**config.mk**
```make
export PLATFORM = sky130hd
export DESIGN_NAME = adc_reader_flat
export DESIGN_NICKNAME = d
export VERILOG_FILES = /design/src/rtl/adc_reader_if.sv /design/src/rtl/adc_reader.sv /design/src/flat_wrapper.sv
export SDC_FILE = /design/constraint.sdc
export NUM_CORES = 1
export LEC_CHECK = 0
export ABC_AREA = 1
export CORE_AREA = 4 4 73 75
export DETAILED_ROUTE_END_ITERATION = 7
export DIE_AREA = 0 0 77 79
export PLACE_DENSITY_LB_ADDON = 0.25
export SYNTH_ARGS = -nofsm -noshare
export SYNTH_HDL_FRONTEND = slang
export SYNTH_SLANG_ARGS = --single-unit
export TNS_END_PERCENT = 20
```
**constraint.sdc**
```tcl
create_clock -name CLK -period 2.8 [get_ports CLK]
set_input_delay 0.28 -clock CLK [delete_from_list [all_inputs] [get_ports CLK]]
set_output_delay 0.28 -clock CLK [all_outputs]
set_load 0.02 [all_outputs]
```
**src/rtl/adc_reader_if.sv**
```systemverilog
// adc_reader_if: serial ADC link plus captured-sample outputs.
// master = reader side, slave = ADC/consumer side.
interface adc_reader_if;
   logic        EN;
   logic        MISO;
   logic        SCK;
   logic        CS;
   logic [11:0] SAMPLE;
   logic        VALID;
   logic        ERR;

   modport master (
      input  EN, MISO,
      output SCK, CS, SAMPLE, VALID, ERR
   );

   modport slave (
      output EN, MISO,
      input  SCK, CS, SAMPLE, VALID, ERR
   );
endinterface

```
**src/rtl/adc_reader.sv**
```systemverilog
// adc_reader: periodic 16-clock SPI read of a 12-bit serial ADC.
// Optional ADC_SIGNED_EN: present SAMPLE as two's complement.
module adc_reader #(
   parameter int CLK_DIV    = 4,
   parameter int SAMPLE_DIV = 2267
) (
   input logic        CLK,
   input logic        RST,
   adc_reader_if.master bus
);

   localparam logic [1:0] IDLE  = 2'd0;
   localparam logic [1:0] SETUP = 2'd1;
   localparam logic [1:0] SHIFT = 2'd2;
   localparam logic [1:0] DONE  = 2'd3;

   localparam int TW = $clog2(SAMPLE_DIV);
   localparam logic [TW-1:0] TICK_LAST = TW'(SAMPLE_DIV - 1);
   localparam logic [7:0]    PH_LAST   = 8'(CLK_DIV - 1);

   logic [1:0]    state;
   logic [TW-1:0] tick_cnt;
   logic [7:0]    phase;
   logic [4:0]    bit_cnt;
   logic [15:0]   shift;
   logic          sck;
   logic [11:0]   sample;
   logic          valid;
   logic          err;
   logic          tick;
   logic [11:0]   code;

   assign tick = (tick_cnt == '0);

`ifdef ADC_SIGNED_EN
   assign code = {~shift[11], shift[10:0]};
`else
   assign code = shift[11:0];
`endif

   always_ff @(posedge CLK) begin
      if (RST) begin
         state    <= IDLE;
         tick_cnt <= '0;
         phase    <= '0;
         bit_cnt  <= '0;
         shift    <= '0;
         sck      <= 1'b1;
         sample   <= '0;
         valid    <= 1'b0;
         err      <= 1'b0;
      end else begin
         valid    <= 1'b0;
         tick_cnt <= (tick_cnt == TICK_LAST) ? '0 : tick_cnt + TW'(1);
         unique case (state)
            IDLE: begin
               if (tick && bus.EN) begin
                  state <= SETUP;
                  phase <= '0;
               end
            end
            SETUP: begin
               if (phase == PH_LAST) begin
                  state   <= SHIFT;
                  phase   <= '0;
                  bit_cnt <= '0;
                  sck     <= 1'b0;
               end else begin
                  phase <= phase + 8'd1;
               end
            end
            SHIFT: begin
               if (phase != PH_LAST) begin
                  phase <= phase + 8'd1;
               end else begin
                  phase <= '0;
                  // capture on the edge that raises SCK
                  if (!sck) begin
                     sck     <= 1'b1;
                     shift   <= {shift[14:0], bus.MISO};
                     bit_cnt <= bit_cnt + 5'd1;
                  end else if (bit_cnt == 5'd16) begin
                     state  <= DONE;
                     valid  <= 1'b1;
                     sample <= code;
                     err    <= |shift[15:12];
                  end else begin
                     sck <= 1'b0;
                  end
               end
            end
            DONE: state <= IDLE;
            default: state <= IDLE;
         endcase
      end
   end

   assign bus.CS     = !((state == SETUP) || (state == SHIFT));
   assign bus.SCK    = (state == SHIFT) ? sck : 1'b1;
   assign bus.SAMPLE = sample;
   assign bus.VALID  = valid;
   assign bus.ERR    = err;

endmodule

```
**src/flat_wrapper.sv**
```systemverilog
// flat-port wrapper written by rule: the top's interface ports become plain ports
module adc_reader_flat 
#(
   parameter int CLK_DIV    = 4,
   parameter int SAMPLE_DIV = 2267
)
  (CLK, RST, bus_EN, bus_MISO, bus_SCK, bus_CS, bus_SAMPLE, bus_VALID, bus_ERR);
  adc_reader_if bus_i ();
  input logic CLK;
  input logic RST;
  input wire logic [$bits(bus_i.EN)-1:0] bus_EN;
  input wire logic [$bits(bus_i.MISO)-1:0] bus_MISO;
  output wire logic [$bits(bus_i.SCK)-1:0] bus_SCK;
  output wire logic [$bits(bus_i.CS)-1:0] bus_CS;
  output wire logic [$bits(bus_i.SAMPLE)-1:0] bus_SAMPLE;
  output wire logic [$bits(bus_i.VALID)-1:0] bus_VALID;
  output wire logic [$bits(bus_i.ERR)-1:0] bus_ERR;
  assign bus_i.EN = bus_EN;
  assign bus_i.MISO = bus_MISO;
  assign bus_SCK = bus_i.SCK;
  assign bus_CS = bus_i.CS;
  assign bus_SAMPLE = bus_i.SAMPLE;
  assign bus_VALID = bus_i.VALID;
  assign bus_ERR = bus_i.ERR;
  adc_reader #(.CLK_DIV(CLK_DIV), .SAMPLE_DIV(SAMPLE_DIV)) u_core (.CLK(CLK), .RST(RST), .bus(bus_i));
endmodule
```
==> impl_metrics.py, run 1 <==
metrics = {
    "grt": {
        "grt_antenna_before_repair": 0,
        "grt.total_usage_pct": 19.9,
        "grt_pass1_vias": 2236,
        "grt_overflow_total": 0,
        "grt_max_degree": 38,
        "grt_pass1_wl_um": 9600,
    },
    "placed_design": {
        "hpwl_um": 3690,
        "port_buffers": 19,
        "gp_congestion": 0.817,
        "postPlaceCellArea_um2": 2950,
    },
    "job": {
        "max-cap-violations": 0,
    },
    "worst_hold_path": {
        "hold_path.class": "flip-flop to flip-flop",
    },
    "logic_synthesis": {
        "syn_inst": 378,
        "ys_warn_count": 0,
        "synth_fp_nets": 393,
        "synth_top_cell_by_area": "dfxtp_1",
        "synth.cell_area_um2": 2740,
        "ys_seq_elements": 58,
        "yosysSeqAreaShare_pct": 42.3,
        "synth_top_area_share_pct": 42.3,
        "avgSynthCellArea_um2": 7.26,
        "ys.flop_type": "dfxtp_1",
        "synth_edf_count": 0,
        "synthTopCellsByArea": "dfxtp_1 42%, nor2_1 11%, nand2_1 7.7%, inv_1 5.5%, o21ai_0 5.5%",
        "synth-async-reset-ratio_pct": 0,
        "netlist-cell-type-count": 29,
    },
    "worst_setup_path": {
        "crit_path_end_kind": "output port",
        "slowest_delay_ns": 0.63,
        "arrival_ns": 1.95,
        "worst-path-max-fanout": 4,
        "crit_path_start": "u_core.state[0]",
        "required_ns": 2.52,
        "path_class": "flip-flop to output port",
        "r2r-start": "u_core.phase[0]",
        "slowest_stage": "clkdlybuf4s50_1",
        "rr_worst_depth": 9,
        "rr_endpoint": "u_core.shift[1]",
        "critical_path.endpoint": "bus_CS",
        "rrSetupSlack_ns": 0.87,
        "crit_chain": "inv_1 -> ha_1 -> inv_1 -> clkdlybuf4s50_1",
        "start_kind": "flip-flop",
        "cp_common_cell": "inv_1",
    },
    "die": {
        "start_util_pct": 58.9,
        "die_area_um2": 6080,
        "rows": 25,
        "die_y_um": 79,
        "fp.dieW_um": 77,
        "boundaryPins": 20,
        "core_um2": 4660,
    },
    "layout": {
        "postLayoutCellArea_um2": 3180,
        "antenna_cells": 0,
        "drive_gt1_share_pct": 9.38,
        "final_common_cell": "nor2_1",
        "area_growth_pct": 15.8,
        "nFillCells": 394,
        "final_cell_mix": "77 x nor2_1, 58 x dfxtp_1, 56 x nand2_1, 40 x inv_1, 30 x o21ai_0",
        "nets": 415,
    },
    "routing": {
        "route.detailed.drc": 0,
        "drtIter0Drc": 158,
        "wl_per_cell_um": 11.7,
        "vias_per_cell": 5.18,
        "vias": 2379,
        "drtAntennaViolNets": 0,
        "drt-total-wl_um": 5380,
        "firstDrtPassIters": 4,
    },
    "clocking": {
        "htree_levels": 3,
        "path_clk_slew_ns": 0.06,
        "clock_sinks": 58,
        "cts_tree": "yes",
        "ctsRootBufferMaster": "clkbuf_8",
        "cts_buffer_depth": 2,
        "cts_hold_buf": 0,
        "post_cts_buffers": 0,
        "clock_latency_ns": 0.34,
        "cts_made_buffers": 9,
        "cts_resized": 0,
    },
    "sta": {
        "rsz0062_at_grt": "false",
        "post-route-period-util_pct": 79.8,
        "fin_hold_ws_ns": 0.462,
        "finalSetupViolCount": 0,
        "clock.fmax_mhz": 448,
        "slew_violations": 0,
        "tns_ns": 0,
        "finalHoldViolCount": 0,
        "tightest_slew_ns": 0.833,
        "slew_headroom_pct": 44.1,
        "fin_crit_ns": 2.23,
        "skew_ns": 0.00752,
    },
    "status": {
        "status": "complete, no violations",
    },
    "pwr": {
        "leakagePower_nw": 1.36,
        "powerDensity_nw_per_um2": 693,
        "max-vdd-ir-drop_v": 0.000334,
    },
}
-- cells by family after synthesis --
family / count (synthesis) / synth area share (%)
compound gates: 61 / 11.6
xor+xnor: 7 / 2.23
fa+ha+maj: 11 / 5.02
buf+inv: 57 / 9.07
flops: 58 / 42.3
simple gates: 184 / 29.7
-- flip-flops by register name, indices dropped and copies added (netlist names) --
register / count
u_core.phase: 8
u_core.bus.ERR: 1
u_core.bit_cnt: 5
u_core.shift: 16
u_core.tick_cnt: 12
u_core.bus.SAMPLE: 12
u_core.bus.VALID: 1
u_core.state: 2
u_core.sck: 1
-- Yosys cell counts (2+ instances only) --
master,number
inv_2,6
nand2_2,3
nor2_4,3
nand2_4,2
clkbuf_1,2
xor2_1,6
nor2_1,77
nand2_1,56
buf_2,4
o21ai_1,4
ha_1,11
inv_1,40
nand3_1,19
dfxtp_1,58
nor3_1,9
buf_4,3
nand4_1,8
a21oi_1,25
o21ai_0,30
nor2_2,3
-- routing by layer --
layer | track usage (%) | wire length [µm] | vias to the layer above
li1 | - | - | 1243
met1 | 23.5 | 2520 | 1077
met3 | 4.20 | 241 | 8
met4 | 13.0 | 83 | 0
met5 | 0 | 0 | -
met2 | 32.9 | 2530 | 51
-- how the worst min path moves through the flow --
stage | depth (start not counted) | slack (ns) | startpoint | to
final | 1 | 0.46 | u_core.tick_cnt[0] | u_core.tick_cnt[0]
after global routing | 2 | 0.50 | u_core.shift[13] | u_core.shift[14]
after CTS | 2 | 0.46 | u_core.shift[12] | u_core.shift[13]
after detailed placement | 1 | 0.45 | u_core.tick_cnt[0] | u_core.tick_cnt[0]
after global placement | 1 | 0.45 | u_core.tick_cnt[0] | u_core.tick_cnt[0]
after floorplan | 2 | 0.41 | bus_MISO | u_core.shift[0]
-- through the flow --
stage	setup slack (ns)	util, %	total power [W]	std cells
6_report	0.566	68.2	0.00220	459
2_1_floorplan	1.26	-	0.00124	378
5_1_grt	0.455	68.2	0.00233	459
3_5_place_dp	0.887	63.2	0.00133	443
3_3_place_gp	0.912	63.2	0.00132	443
4_1_cts	0.556	68.2	0.00222	459
-- report_power, final --
group          switching, W  internal, W  total, W
clock              0.000336     0.000550  0.000886
combinational      0.000281     0.000147  0.000428
sequential        0.0000333     0.000854  0.000887
-- worst max-delay path, delay by kind of cell (launching register included) --
family                   cells  cell delay (ns)
adder cells (fa/ha/maj)      1             0.35
buffers and inverters        3             0.89
flip-flops                   1             0.38
-- final cells by class --
cell class,count,area [µm²],share of cell area [%]
flip-flops and latches,58,1160,36.5
clock buffers,12,155,4.88
inverters,46,173,5.44
clock inverters,4,73.8,2.32
well taps,54,67.6,2.13
repair buffers,22,213,6.70
multi-input cells,263,1330,42.0
Power figures use the tool's default switching activity.
==> inputs of run 2 (changes only) <==
--- a/config.mk
+++ b/config.mk
@@ -6,9 +6,9 @@
 export NUM_CORES = 1
 export LEC_CHECK = 0
 export ABC_AREA = 1
-export CORE_AREA = 4 4 73 75
+export CORE_AREA = 4 4 78 80
 export DETAILED_ROUTE_END_ITERATION = 7
-export DIE_AREA = 0 0 77 79
+export DIE_AREA = 0 0 82 84
 export PLACE_DENSITY_LB_ADDON = 0.25
 export SYNTH_ARGS = -nofsm -noshare
 export SYNTH_HDL_FRONTEND = slang
==> constraint.sdc (replaced) <==
create_clock -name CLK -period 1.9 [get_ports CLK]
set_input_delay 0.19 -clock CLK [delete_from_list [all_inputs] [get_ports CLK]]
set_output_delay 0.19 -clock CLK [all_outputs]
set_load 0.02 [all_outputs]
==> impl_metrics.py, run 2 (synthesized netlist as in run 1, its figures left out) <==
metrics = {
    "status": {
        "status": "complete, no violations",
    },
    "sta": {
        "fin_hold_ws_ns": 0.463,
        "skew_ns": 0.00792,
        "slew_headroom_pct": 75.9,
        "fin_crit_ns": 1.76,
        "rsz0062_at_grt": "false",
        "post-route-period-util_pct": 92.5,
        "finalHoldViolCount": 0,
        "slew_violations": 0,
        "clock.fmax_mhz": 569,
        "tns_ns": 0,
        "tightest_slew_ns": 0.361,
        "fin_ws_ns": 0.143,
        "finalSetupViolCount": 0,
    },
    "worst_setup_path": {
        "worst-path-max-fanout": 4,
        "arrival_ns": 1.57,
        "rr_worst_depth": 10,
        "r2r-start": "u_core.state[0]",
        "path_class": "flip-flop to output port",
        "rrSetupSlack_ns": 0.22,
        "rr_endpoint": "u_core.state[1]",
        "required_ns": 1.71,
        "start_kind": "flip-flop",
        "crit_path_end_kind": "output port",
    },
    "die": {
        "boundaryPins": 20,
        "core_um2": 5410,
        "start_util_pct": 50.8,
        "fp.dieW_um": 82,
        "rows": 27,
        "die_y_um": 84,
        "die_area_um2": 6890,
    },
    "clocking": {
        "cts_resized": 2,
        "path_clk_slew_ns": 0.07,
        "ctsRootBufferMaster": "clkbuf_8",
        "htree_levels": 3,
        "cts_buffer_depth": 2,
        "cts_tree": "yes",
        "clock_sinks": 58,
        "cts_made_buffers": 9,
        "cts_hold_buf": 0,
        "clock_latency_ns": 0.33,
        "post_cts_buffers": 0,
    },
    "routing": {
        "wl_per_cell_um": 11.0,
        "route.met2.wl_um": 2330,
        "dr.max_layer_used": "met4",
        "vias_per_cell": 4.82,
        "drtIter0Drc": 87,
        "route.detailed.drc": 0,
        "drtAntennaViolNets": 0,
        "drt-total-wl_um": 5270,
        "drt-met1-wl_um": 2640,
        "wl_met3_um": 227,
        "firstDrtPassIters": 5,
        "vias": 2317,
    },
    "layout": {
        "post-route-util_pct": 59.9,
        "nets": 419,
        "nFillCells": 503,
        "largest_register_ffs": 16,
        "final_common_cell": "nor2_1",
        "area_growth_pct": 17.9,
        "final_cell_mix": "77 x nor2_1, 58 x dfxtp_1, 56 x nand2_1, 40 x inv_1, 30 x o21ai_0",
        "top_register": "u_core.shift",
        "drive_gt1_share_pct": 10.5,
        "antenna_cells": 0,
    },
    "pwr": {
        "leakagePower_nw": 1.38,
        "powerDensity_nw_per_um2": 1000,
        "max-vdd-ir-drop_v": 0.000662,
        "p_total_w": 0.00324,
    },
    "placed_design": {
        "gp_congestion": 0.867,
        "place_ws_ns": 0.117,
        "hpwl_um": 3690,
        "port_buffers": 19,
    },
    "grt": {
        "grt_antenna_before_repair": 0,
        "grt.total_usage_pct": 17.1,
        "grt_overflow_total": 0,
        "grt_max_degree": 24,
        "grt_pass1_wl_um": 9250,
        "grt_pass1_vias": 2111,
    },
    "worst_hold_path": {
        "min_path_cells": 1,
        "min_from": "u_core.tick_cnt[0]",
        "whs_endpoint": "u_core.tick_cnt[0]",
        "hold_path.class": "flip-flop to flip-flop",
    },
    "job": {
        "max-cap-violations": 0,
    },
}
[run 2: cell count changes in the layout (fill, tap and decap cells not counted), sizes merged]
cell / change
buf: +4
clkbuf: +1
clkdlybuf4s50: -2
dlygate4sd2: +1
[run 2: worst max path at each step]
| stage | startpoint | endpoint | cells after the start |
|---|---|---|---|
| floorplan | u_core.state[0] | u_core.shift[10] | 10 |
| global placement | u_core.state[0] | bus_SCK | 6 |
| detailed placement | u_core.state[0] | bus_SCK | 6 |
| CTS | u_core.state[0] | bus_SCK | 6 |
| global route | u_core.state[0] | u_core.state[0] | 10 |
| finish | u_core.state[0] | bus_CS | 4 |
[run 2: worst max-delay path: stages (launching register included)]
cell           delay, ns
dfxtp_1             0.38
inv_1               0.10
ha_1                0.34
inv_1               0.09
dlygate4sd2_1       0.33
[run 2: final cells by class]
class	instances	area, µm²	area share [%]
Sequential cell	58	1160	35.9
Inverter	46	173	5.34
Timing Repair Buffer	26	249	7.70
Tap cell	72	90.1	2.78
Clock buffer	12	155	4.80
Multi-Input combinational cell	263	1330	41.2
Clock inverter	4	73.8	2.28
[run 2: routing by layer]
metal,vias up,track usage [%]
met3,6,6.05
met4,0,5.89
met1,1031,22.8
met5,-,0
met2,32,25.4
li1,1248,-
[run 2: report_power, final]
part	total (W)	internal [W]	switching, W
sequential	0.00131	0.00126	0.0000502
clock	0.00129	0.000811	0.000478
combinational	0.000647	0.000226	0.000421
[run 2: per-stage QoR]
| step | std cells | cell area [µm²] |
|---|---|---|
| after floorplan | 378 | 2740 |
| after global placement | 465 | 3010 |
| after detailed placement | 465 | 3010 |
| after CTS | 481 | 3240 |
| after global routing | 481 | 3240 |
| final | 481 | 3240 |
